--- src/rtl/posit_add_normalise.sv ---
// Posit adder normalisation stage: shifts the mantissa sum so its leading one sits in the
// MSB and corrects and saturates the scale. Two register stages with valid/ready on both sides.
module posit_add_normalise #(
  parameter int N  = 8,
  parameter int es = 4,
  parameter int Bs = $clog2(N),
  parameter int M  = N - es + 3,
  parameter int SW = es + Bs + 2
) (
  input  logic                 clk,
  input  logic                 reset,
  input  logic                 in_valid,
  output logic                 in_ready,
  input  logic                 in_sign,
  input  logic [M-1:0]         in_mant,
  input  logic [Bs:0]          in_count,
  input  logic                 in_zero,
  input  logic signed [SW-1:0] in_scale,
  output logic                 out_valid,
  input  logic                 out_ready,
  output logic                 out_sign,
  output logic [M-1:0]         out_mant,
  output logic signed [SW-1:0] out_scale,
  output logic                 out_zero,
  output logic                 out_ovf,
  output logic                 out_unf
);

  localparam int SE   = SW + 1;
  localparam int MAXI = 2 ** (SW - 1) - 1;
  localparam int MINI = -(2 ** (SW - 1));

  logic                 s1_valid;
  logic                 s1_sign;
  logic                 s1_zero;
  logic [M-1:0]         s1_mant;
  logic [Bs:0]          s1_count;
  logic signed [SE-1:0] s1_scale;

  logic                 s2_adv;
  logic                 s1_adv;
  logic                 eff_zero;
  logic [SE-1:0]        scale_ext;
  logic [M-1:0]         mant_shift;

  assign s2_adv    = ~out_valid | out_ready;
  assign s1_adv    = ~s1_valid | s2_adv;
  assign in_ready  = s1_adv;

  // A count at or beyond the mantissa width can only mean the sum vanished.
  assign eff_zero   = in_zero | (32'(in_count) >= M);
  // One extra bit of headroom so the +1 carry correction and the count subtraction never wrap.
  assign scale_ext  = {in_scale[SW-1], in_scale} + SE'(1) - SE'(in_count);
  assign mant_shift = s1_mant << s1_count;

  always_ff @(posedge clk) begin
    if (reset) begin
      s1_valid  <= 1'b0;
      s1_sign   <= 1'b0;
      s1_zero   <= 1'b0;
      s1_mant   <= '0;
      s1_count  <= '0;
      s1_scale  <= '0;
      out_valid <= 1'b0;
      out_sign  <= 1'b0;
      out_mant  <= '0;
      out_scale <= '0;
      out_zero  <= 1'b0;
      out_ovf   <= 1'b0;
      out_unf   <= 1'b0;
    end else begin
      if (s1_adv) begin
        s1_valid <= in_valid;
        if (in_valid) begin
          s1_sign  <= in_sign;
          s1_zero  <= eff_zero;
          s1_mant  <= in_mant;
          s1_count <= in_count;
          s1_scale <= $signed(scale_ext);
        end
      end
      if (s2_adv) begin
        out_valid <= s1_valid;
        if (s1_valid) begin
          out_sign <= s1_sign;
          if (s1_zero) begin
            out_mant  <= '0;
            out_scale <= '0;
            out_zero  <= 1'b1;
            out_ovf   <= 1'b0;
            out_unf   <= 1'b0;
          end else begin
            out_mant <= mant_shift;
            out_zero <= 1'b0;
            if (s1_scale > $signed(SE'(MAXI))) begin
              out_scale <= SW'(MAXI);
              out_ovf   <= 1'b1;
              out_unf   <= 1'b0;
            end else if (s1_scale < $signed(SE'(MINI))) begin
              out_scale <= SW'(MINI);
              out_ovf   <= 1'b0;
              out_unf   <= 1'b1;
            end else begin
              out_scale <= s1_scale[SW-1:0];
              out_ovf   <= 1'b0;
              out_unf   <= 1'b0;
            end
          end
        end
      end
    end
  end

endmodule

--- config.mk ---
export PLATFORM = sky130hd
export DESIGN_NAME = posit_add_normalise
export DESIGN_NICKNAME = d
export VERILOG_FILES = /design/src/rtl/posit_add_normalise.sv
export SDC_FILE = /design/constraint.sdc
export NUM_CORES = 1
export LEC_CHECK = 0
export BUFFER_PORTS_ARGS = -buffer_cell sky130_fd_sc_hd__buf_2
export CORE_ASPECT_RATIO = 0.6
export CORE_MARGIN = 1
export CORE_UTILIZATION = 30
export CTS_BUF_LIST = sky130_fd_sc_hd__clkbuf_2
export DETAILED_ROUTE_END_ITERATION = 8
export PLACE_DENSITY_LB_ADDON = 0.15
export SYNTH_ARGS = -nofsm -noshare
export SYNTH_HDL_FRONTEND = slang
export SYNTH_SLANG_ARGS = --single-unit
--- constraint.sdc ---
create_clock -name clk -period 3.94 [get_ports clk]
set_input_delay 0.788 -clock clk [delete_from_list [all_inputs] [get_ports clk]]
set_output_delay 0.788 -clock clk [all_outputs]
set_load 0.1 [all_outputs]
* Word-level counts from Yosys, hierarchy flattened
Index checks and enable logic that the tools add are counted.
Storage, ports and cells: word-level logic and storage cells 36, memories 0, output and inout bits 22, memory bits (read-only) 0, RAM bits 0, input port bits 26, bits in registers 45, latch bits 0
Operators by class: bitwise logic cells 5, equality and inequality tests 0, divide/modulo/power cells 0, order comparisons 3, reductions and logical operators 2, $add $sub $neg 2, multiplexer cells 10, shift operators 1, multipliers 0
Operator list (number):
- 2-to-1 mux 9 bit | 3
- adder 9 x 2 -> 10 bit, second input constant | 1
- > comparator 10 x 9 -> 1 bit, second input constant | 1
- less-than comparator 10 x 9 -> 1 bit, second input constant | 1
- subtractor 10 x 4 -> 10 bit | 1
- 2-to-1 mux 7 bit | 1
- << shifter 7 x 4 -> 7 bit | 1
- 2-to-1 mux 1 bit | 6
- >= comparator 4 x 3 -> 1 bit, second input constant | 1
- AND reduction 2 bit | 2
- bitwise OR 1 bit | 3
- NOT 1 bit | 2

* Logic depth before layout (Yosys ltp)
Gate-level depths: netlist of the first run.
depth in word-level cells 4, depth in mapped cells 10, mapped depth without buffers 10

* Worst setup path after synthesis of the first run
OpenSTA, ideal clock, no wires.
path kind flip-flop to flip-flop, start point reg out_valid, end point reg s1_count[1], arrival 2.873 ns, setup slack 0.996 ns, setup time 0.071 ns, stages on the path, launching flop included 6, cell sequence dfxtp_1 nand3b_1 nand2_1 buf_2 nand2_1 a21oi_1
On the way: longest elaborated chain between the ends 4
Ends and longest elaborated chain:
- from (decl) | RTL line 19 | output logic out_valid,
- from (signal assigned) | RTL line 83 | out_valid <= s1_valid;
- NOT 1 bit | RTL line 46 | assign s2_adv = ~out_valid | out_ready;
- bitwise OR 1 bit | RTL line 46
- bitwise OR 1 bit | RTL line 47 | assign s1_adv = ~s1_valid | s2_adv;
- via in_ready | RTL line 13 | output logic in_ready,
- AND reduction 2 bit (no source line)
- to (signal assigned) | RTL line 78 | s1_count <= in_count;
- to (decl) | RTL line 37 | logic [Bs:0] s1_count;
The timed path passes the listed nets, and every way through them passes these cells. A chain may end at the register's enable or synchronous reset.

* Final worst setup path of the first run
start point in out_ready, end point out in_ready
On the way: longest elaborated chain between the ends 2
Ends and longest elaborated chain:
- from (decl) | RTL line 20 | input logic out_ready,
- bitwise OR 1 bit | RTL line 46
- bitwise OR 1 bit | RTL line 47
- to (decl) | RTL line 13
No other way between the ends.

==> results of run 1 <==
-- cells by family (layout without fill, tap and decap cells) --
logic type / after synthesis / in the layout
xor+xnor: 1 / 1
fa+ha+maj: 13 / 13
mux: 11 / 11
compound gates: 65 / 65
buf+inv: 32 / 75
simple gates: 97 / 97
flops: 45 / 45
-- where the power goes --
part | internal (mW) | total (mW) | switching [mW]
sequential | 0.482 | 0.505 | 0.0229
combinational | 0.0753 | 0.220 | 0.145
clock | 0.0423 | 0.203 | 0.160
-- area by class of cell --
class	count	share of cell area, %
Tap cell	104	4.94
Multi-Input combinational cell	187	47.2
Timing Repair Buffer	49	9.50
Clock inverter	3	0.665
Clock buffer	5	0.950
Sequential cell	45	34.2
Inverter	18	2.57
-- layer usage --
metal	wire (microns)	up-vias	track usage [%]
li1	-	1012	-
met1	3480	867	27.6
met2	1970	46	18.6
met3	291	2	3.93
met4	15	0	2.16
met5	0	-	0
-- sequential cells by signal, indices dropped and copies added (netlist names) --
signal     flops
s1_scale      10
out_scale      9
out_mant       7
s1_mant        7
s1_count       4
out_ovf        1
out_sign       1
out_unf        1
out_valid      1
out_zero       1
s1_sign        1
s1_valid       1
s1_zero        1
-- worst register-to-register path, cell delays in order (launching register included) --
cell and delay, ns:
dfxtp_1 0.45, nand3b_1 0.22, nand2_1 0.53, or4b_1 0.68
nand4_1 0.10
-- cell usage after synthesis, types with 3 or more instances --
cell      number
a211o_1        4
o21ai_0        5
a22o_1         3
a21oi_1       25
inv_1         18
clkbuf_1       6
a211oi_1       3
nand3b_1       6
mux2i_1        5
nand2_1       55
ha_1          12
nand4_1        3
nor2b_1        4
mux2_2         3
o211ai_1       4
nor2_1        15
a31oi_1        7
dfxtp_1       45
buf_2          7
-- worst max-delay path by stage --
| stage | start | endpoint | slack, ns |
|---|---|---|---|
| 4_1_cts | s1_valid | in_ready | 1.59 |
| 6_report | out_ready | in_ready | 1.58 |
| 5_1_grt | s1_valid | in_ready | 1.49 |
| 3_5_place_dp | in_count[2] | s1_scale[8] | 1.31 |
| 3_3_place_gp | in_count[1] | s1_scale[9] | 1.33 |
| 2_1_floorplan | out_valid | s1_count[1] | 1.0 |
==> metrics.csv, run 1 <==
stage,metric,value,unit
detailed_routing,routed-via-count,1927,
synth,yosysTopAreaCell,dfxtp_1,
cts,clk_latency,0.41,ns
run,cap_violations,0,
finish,final_cells,411,
worst_setup_path,worstPathArrival,1.57,ns
synth,synth-edff-count,0,
worst_setup_path,cp_top_family,buffers and inverters,
worst_setup_path,cp_cell_sequence,buf_2 -> nand3b_1 -> buf_2,
synth,netlist_area,2280,sq um
synth,synth_flop_cell,dfxtp_1,
synth,synth_fa_ha_area_share,7.48,%
finish,fin_util,36.1,%
place,dpl.cell_count,403,
detailed_routing,detail-route-antenna-nets,0,
worst_setup_path,crit_top_cell,buf_2,
synth,async_flop_share,0,%
synth,synth_warnings,0,
pwr,p_leak,1.13,nW
synth,ys_seq_elements,45,
floorplan,fp.dieArea,7950,sq um
worst_setup_path,worstSetupPathType,in -> out,
grt,grt_pass1_wl,9.78,mm
detailed_routing,drtIter0Drc,118,
floorplan,fp-row-count,24,
sta,clock.fmax,425,MHz
floorplan,start_util,31.2,%
grt,grt_max_degree,35,
sta,period_needed,2.36,ns
grt,overflow,0,
status,outcome,"complete, no violations",
worst_setup_path,reg2reg_depth,4,
pwr,total_power,0.928,mW
place,place.gp.congestion,0.791,
sta,tightestPinTransition,0.853,ns
worst_setup_path,r2r-start,s1_valid,
finish,ff_latch_area,901,sq um
pwr,ir_drop,0.128,mV
worst_setup_path,endpoint_kind,output pin,
place,portBuffers,47,
detailed_routing,wl,5.76,mm
synth,yosys.cell_types.count,45,
floorplan,die_y,69.5,microns
grt,antenna_found_initial,0,
cts,clk_root_buffer_cell,clkbuf_2,
synth,synth_top_family_by_area,simple AND/OR/NAND/NOR gates,
finish,fin_nets,345,
place,hpwl,4.28,mm
detailed_routing,wl_per_cell,14.0,microns
synth,synth_compound_area_share,19.0,%
floorplan,core_area,7300,sq um
synth,synth-xor-area-share,0.385,%
grt,grt_pass1_vias,1834,
synth,syn_nets,303,
cts,clock_sinks,45,
hold_path,holdPathEnd,out_unf,
hold_path,hp-start,out_unf,
synth,synth_cells,264,
sta,hold_slack,0.467,ns
floorplan,dieWidth,114,microns
synth,synth-simple-area-share,21.2,%
finish,multi_input_area,1240,sq um
worst_setup_path,crit_slowest_cell,buf_2,
finish,final_common_cell,nand2_1,
hold_path,min-delay-path-class,reg -> reg,
worst_setup_path,critPathMaxFanout,5,
sta,fin_skew,0.0156,ns
finish,n_fill_cell,789,
detailed_routing,first_pass_iters,4,
place,dp_slack,1.31,ns
place,dpl_cell_area,2590,sq um
worst_setup_path,slowest_delay,0.47,ns
grt,groute.usage.overall,15.9,%
finish,area_growth_syn_to_layout,15.7,%
cts,clk_path_buf_depth,2,
finish,drive_gt1_share,22.8,%
synth,synth_top_cell_area_share,39.6,%
sta,fin_crit_sh,59.8,%
finish,finalInstanceArea,2630,sq um
worst_setup_path,cp-start-kind,primary input,
sta,tns,0,ns
pwr,pwr_density_cell,352,nW/um^2
detailed_routing,vias_per_cell,4.69,
synth,syn_area_per_cell,8.62,sq um
cts,post_cts_resized,0,
sta,finalHoldViolations,0,
sta,final.setup.worst_slack,1.58,ns
sta,max-slew-margin-rel,43.1,%
worst_setup_path,r2r_setup_slack,1.92,ns
floorplan,num_io_pins,48,
worst_setup_path,crit_cells,3,
sta,setup_viol,0,
hold_path,worstHoldPathCells,2,
cts,cts_made_buffers,5,
worst_setup_path,r2r-end,s1_scale[6],
synth,synth_area_leaders,"dfxtp_1 (40%), nand2_1 (9.1%), ha_1 (6.6%), a21oi_1 (5.5%), inv_1 (3.0%)",
cts,clk_pin_slew,0.25,ns
finish,diodes,0,
sta,drv_slew,0,
sta,rsz0062_at_grt,false,
cts,cts_tree,yes,
worst_setup_path,worst-path-buf-inv,2,
cts,cts_setup_buffers,0,
finish,final_cell_mix,"nand2_1 (55), buf_2 (47), dfxtp_1 (45), a21oi_1 (24), inv_1 (18)",
worst_setup_path,critical_path_required,3.15,ns
cts,cts_hold_buffers,0,
detailed_routing,post-route-drc-count,0,
cts,h-tree-depth,2,
synth,synth_seq_area_share,39.6,%
synth,muxShareOfSynthArea,6.32,%
Note: power is estimated with default switching activity, not from simulation.
==> run 2, diff against run 1 <==
Clock period 3.94 ns to 2.2 ns, I/O delays scaled along.
==> run 2 against run 1 <==
  * Power grew 79%
  * Design area increased by 3.5%
  * Sequential power increased by 79%
  * First-iteration DRC count grew 12%
  * Clock-buffer cell count grew 1
  * Critical path type is now reg -> out
==> metrics.csv, run 2 (same netlist as run 1, synthesis figures left out) <==
stage,metric,value,unit
pwr,ir_drop,0.166,mV
detailed_routing,detail-route-antenna-nets,0,
detailed_routing,met2_length,2.05,mm
finish,final_common_cell,nand2_1,
detailed_routing,routed-via-count,2031,
finish,reg_top3,"s1_scale x10, out_scale x9",
place,place.gp.congestion,0.801,
cts,clk_path_buf_depth,2,
worst_setup_path,endpoint_kind,output pin,
cts,clock_sinks,45,
grt,grt_pass1_vias,1848,
grt,groute.usage.overall,16.2,%
cts,clk_pin_slew,0.22,ns
grt,antenna_found_initial,0,
cts,cts_made_buffers,5,
sta,finalHoldViolations,0,
detailed_routing,highest_layer,met4,
hold_path,min-delay-path-class,in -> reg,
cts,post_cts_resized,0,
floorplan,fp.dieArea,7950,sq um
place,dpl.cell_count,413,
place,dp_slack,-0.0838,ns
sta,final.setup.worst_slack,0.222,ns
detailed_routing,vias_per_cell,4.82,
floorplan,dieWidth,114,microns
sta,tightestPinTransition,0.515,ns
cts,clk_latency,0.39,ns
grt,grt_pass1_wl,9.90,mm
sta,period_needed,1.98,ns
detailed_routing,wl_per_cell,14.0,microns
cts,h-tree-depth,2,
sta,rsz0062_at_grt,false,
cts,clk_root_buffer_cell,clkbuf_2,
floorplan,num_io_pins,48,
pwr,total_power,1.66,mW
pwr,p_leak,1.19,nW
floorplan,start_util,31.2,%
cts,cts_hold_buffers,0,
worst_setup_path,critical_path_required,1.76,ns
finish,drive_gt1_share,26.2,%
cts,cts_setup_buffers,0,
finish,fin_nets,355,
finish,diodes,0,
place,hpwl,4.44,mm
detailed_routing,met3_length,277,microns
floorplan,core_area,7300,sq um
floorplan,fp-row-count,24,
detailed_routing,post-route-drc-count,0,
sta,setup_viol,0,
finish,area_growth_syn_to_layout,19.7,%
run,cap_violations,0,
grt,grt_max_degree,24,
detailed_routing,wirelength_met1,3.53,mm
detailed_routing,drtIter0Drc,132,
cts,cts_tree,yes,
pwr,pwr_density_cell,610,nW/um^2
finish,largest_reg_flops,10,
sta,fin_skew,0.0114,ns
worst_setup_path,cp-start-kind,flip-flop,
sta,hold_slack,0.246,ns
place,portBuffers,47,
sta,drv_slew,0,
worst_setup_path,critPathMaxFanout,6,
sta,clock.fmax,506,MHz
grt,overflow,0,
detailed_routing,wl,5.88,mm
status,outcome,"complete, no violations",
finish,final_cell_mix,"nand2_1 (54), buf_2 (47), dfxtp_1 (44), a21oi_1 (24), inv_1 (18)",
floorplan,die_y,69.5,microns
finish,final_cells,421,
sta,max-slew-margin-rel,65.4,%
finish,top_register,s1_scale,
worst_setup_path,worstPathArrival,1.54,ns
sta,fin_crit_sh,89.9,%
sta,tns,0,ns
detailed_routing,first_pass_iters,5,
worst_setup_path,worstSetupPathType,reg -> out,
## run 2: cell count changes in the layout (fill, tap and decap cells not counted), sizes merged
| cell | delta |
|---|---|
| clkinv | -1 |
| clkbuf | +1 |
| buf | +10 |
## run 2: final timing paths
kind,from,end,slack (ns),depth (start not counted)
setup / recovery,s1_valid,in_ready,0.22,2
hold / removal,in_mant[3],s1_mant[3],0.25,3
setup reg to reg,s1_count[0],out_mant[5],0.46,3
hold reg to reg,s1_scale[3],s1_scale[3],0.47,2
## run 2: area by class of cell
cell class | count | area, sq um
clock inverters | 2 | 10.0
well taps | 104 | 130
flip-flops and latches | 45 | 905
multi-input cells | 187 | 1240
fillers | 783 | 4570
inverters | 18 | 67.6
repair buffers | 59 | 338
clock buffers | 6 | 30.0
## run 2: critical path, stage by stage (launching register included)
cell	delay [ns]
dfxtp_1	0.44
nand3b_1	0.23
buf_2	0.47
## run 2: report_power, final
group          switching, mW  internal (mW)
combinational          0.264          0.151
sequential            0.0393          0.863
clock                  0.265         0.0801
total                  0.569           1.09
## run 2: per-layer routing
metal	vias up	track usage (%)
met2	51	18.7
met4	0	3.46
met1	943	28.1
li1	1035	-
met3	2	3.85
met5	-	0
## run 2: per-stage QoR
stage | utilization (%) | instance area (sq um)
6_report | 37.3 | 2730
5_1_grt | 37.3 | 2730
4_1_cts | 37.3 | 2730
3_5_place_dp | 36.8 | 2690
3_3_place_gp | 36.8 | 2690
2_1_floorplan | - | 2280
==> run 3, diff against run 2 <==
Settings changed: PLACE_DENSITY from default to 0.49, PLACE_DENSITY_LB_ADDON 0.15 to default.
==> run 3 against run 2 <==
  * The flow now finishes with violations (design-rule violations)
  * Final cell count increased by 0.24%
  * Setup slack improved by 0.0078 ns
  * Hold slack got worse by 0.0086 ns
  * Power decreased by 0.23%
  * Wire length decreased by 1.5%
  * Core utilization decreased by 0.086 points
  * Non-clock buffer count increased by 1
  * Clock-buffer cell count decreased by 1
  * Critical path type unchanged
  * Critical endpoint unchanged
  * Largest cell class unchanged
  * Highest routed layer unchanged
==> metrics.csv, run 3 (same netlist as run 1, synthesis figures left out) <==
stage,metric,value,unit
pwr,p_leak,1.18,nW
finish,fin_util,37.3,%
floorplan,core_area,7300,sq um
place,place.gp.congestion,0.783,
hold_path,hp-start,in_mant[6],
cts,cts_made_buffers,5,
cts,post_cts_resized,0,
cts,cts_tree,yes,
detailed_routing,vias_per_cell,4.77,
cts,cts_hold_buffers,0,
detailed_routing,post-route-drc-count,1,
finish,reg_top3,"s1_scale x10, out_scale x9",
pwr,ir_drop,0.210,mV
worst_setup_path,cp-start-kind,flip-flop,
sta,tightestPinTransition,0.570,ns
sta,setup_viol,0,
grt,use_met3,3.67,%
grt,grt_pass1_vias,1817,
worst_setup_path,worstSetupPathType,reg -> out,
floorplan,die_y,69.5,microns
worst_setup_path,r2r-start,s1_count[0],
cts,clk_latency,0.40,ns
finish,final_cell_mix,"nand2_1 (54), buf_2 (47), dfxtp_1 (44), a21oi_1 (25), inv_1 (18)",
sta,clock.fmax,508,MHz
detailed_routing,wl_per_cell,13.7,microns
worst_setup_path,endpoint_kind,output pin,
pwr,total_power,1.66,mW
sta,fin_skew,0.0198,ns
detailed_routing,first_pass_iters,6,
sta,fin_crit_sh,89.5,%
run,cap_violations,0,
pwr,pwr_density_cell,610,nW/um^2
place,hpwl,4.39,mm
detailed_routing,drtIter0Drc,120,
pwr,power.internal,1.09,mW
grt,use_met2,18.9,%
sta,finalHoldViolations,0,
sta,max-slew-margin-rel,61.9,%
cts,h-tree-depth,2,
detailed_routing,detail-route-antenna-nets,0,
sta,period_needed,1.97,ns
pwr,netSwitchingFraction,34.5,%
grt,antenna_found_initial,0,
finish,largest_reg_flops,10,
pwr,seqPwrFrac,54.5,%
worst_setup_path,r2r_setup_slack,0.45,ns
worst_setup_path,cp-endpoint,in_ready,
finish,diodes,0,
worst_setup_path,critical_path_required,1.76,ns
cts,clk_path_buf_depth,2,
hold_path,min-delay-path-class,in -> reg,
floorplan,dieWidth,114,microns
worst_setup_path,r2r-end,out_mant[5],
finish,fin_nets,356,
grt,grtUsageMet1,25.6,%
status,violations,design-rule violations,
grt,grt_max_degree,26,
cts,cts_setup_buffers,0,
sta,rsz0062_at_grt,false,
floorplan,start_util,31.2,%
floorplan,num_io_pins,48,
cts,clock_sinks,45,
sta,drv_slew,0,
finish,final_common_cell,nand2_1,
grt,overflow,0,
worst_setup_path,critPathMaxFanout,6,
cts,clk_root_buffer_cell,clkbuf_2,
worst_setup_path,reg2reg_depth,3,
detailed_routing,routed-via-count,2013,
place,dpl.cell_count,414,
sta,tns,0,ns
place,portBuffers,47,
detailed_routing,wl,5.79,mm
grt,grt_pass1_wl,9.45,mm
floorplan,fp.dieArea,7950,sq um
pwr,p_switching,0.573,mW
finish,final_cells,422,
worst_setup_path,worstPathArrival,1.53,ns
finish,drive_gt1_share,26.1,%
hold_path,worstHoldPathCells,3,
finish,top_register,s1_scale,
grt,groute.usage.overall,15.3,%
finish,area_growth_syn_to_layout,19.5,%
worst_setup_path,startpoint,s1_valid,
status,outcome,finished with violations,
grt,busiest_layer,met1,
pwr,clkPwrFrac,21.0,%
pwr,pwr-share-comb,24.6,%
cts,clk_pin_slew,0.24,ns
floorplan,fp-row-count,24,
## run 3: cell types whose count changed in the layout (fill, tap and decap cells not counted), sizes merged
| cell | before | now |
|---|---|---|
| clkbuf | 6 | 5 |
| clkinvlp | 0 | 1 |
| buf | 59 | 60 |
## run 3: worst min path at each step
| stage | endpoint | slack, ns |
|---|---|---|
| 2_1_floorplan | s1_scale[5] | 0.43 |
| 3_3_place_gp | out_unf | 0.44 |
| 3_5_place_dp | out_unf | 0.45 |
| 4_1_cts | s1_mant[1] | 0.21 |
| 5_1_grt | s1_mant[6] | 0.18 |
| 6_report | s1_mant[6] | 0.24 |
## run 3: stage by stage
step / hold WS, ns / instance area (sq um) / worst slack, ns
after floorplan: 0.432 / 2280 / -0.0265
after global placement: 0.441 / 2680 / -0.0575
after detailed placement: 0.446 / 2680 / -0.0914
after CTS: 0.207 / 2720 / 0.201
after global routing: 0.183 / 2720 / 0.105
final: 0.238 / 2720 / 0.230
## run 3: cell type report
cell class              count  area [sq um]
repair buffers             60           333
clock buffers               5          25.0
clock inverters             3          17.5
fillers                   814          4580
well taps                 104           130
flip-flops and latches     45           905
inverters                  18          67.6
multi-input cells         187          1240
## run 3: power by group through the flow
stage	clock network, mW	registers, mW	logic [mW]
floorplan	0	0.995	0.216
finish	0.348	0.903	0.408
detailed placement	0	0.920	0.410
global route	0.409	0.913	0.446
global placement	0	0.920	0.407
CTS	0.364	0.904	0.412
## run 3: routing by layer
layer | share of wire, % | up-vias | routed length (microns)
met5 | 0 | - | 0
met4 | 0.24 | 0 | 14
met2 | 37 | 43 | 2120
met3 | 4.6 | 2 | 267
li1 | - | 1035 | -
met1 | 59 | 933 | 3390
## run 3: worst max-delay path, stage by stage, from the launching register on
cell,delay (ns)
dfxtp_1,0.43
nand3b_1,0.23
buf_2,0.47
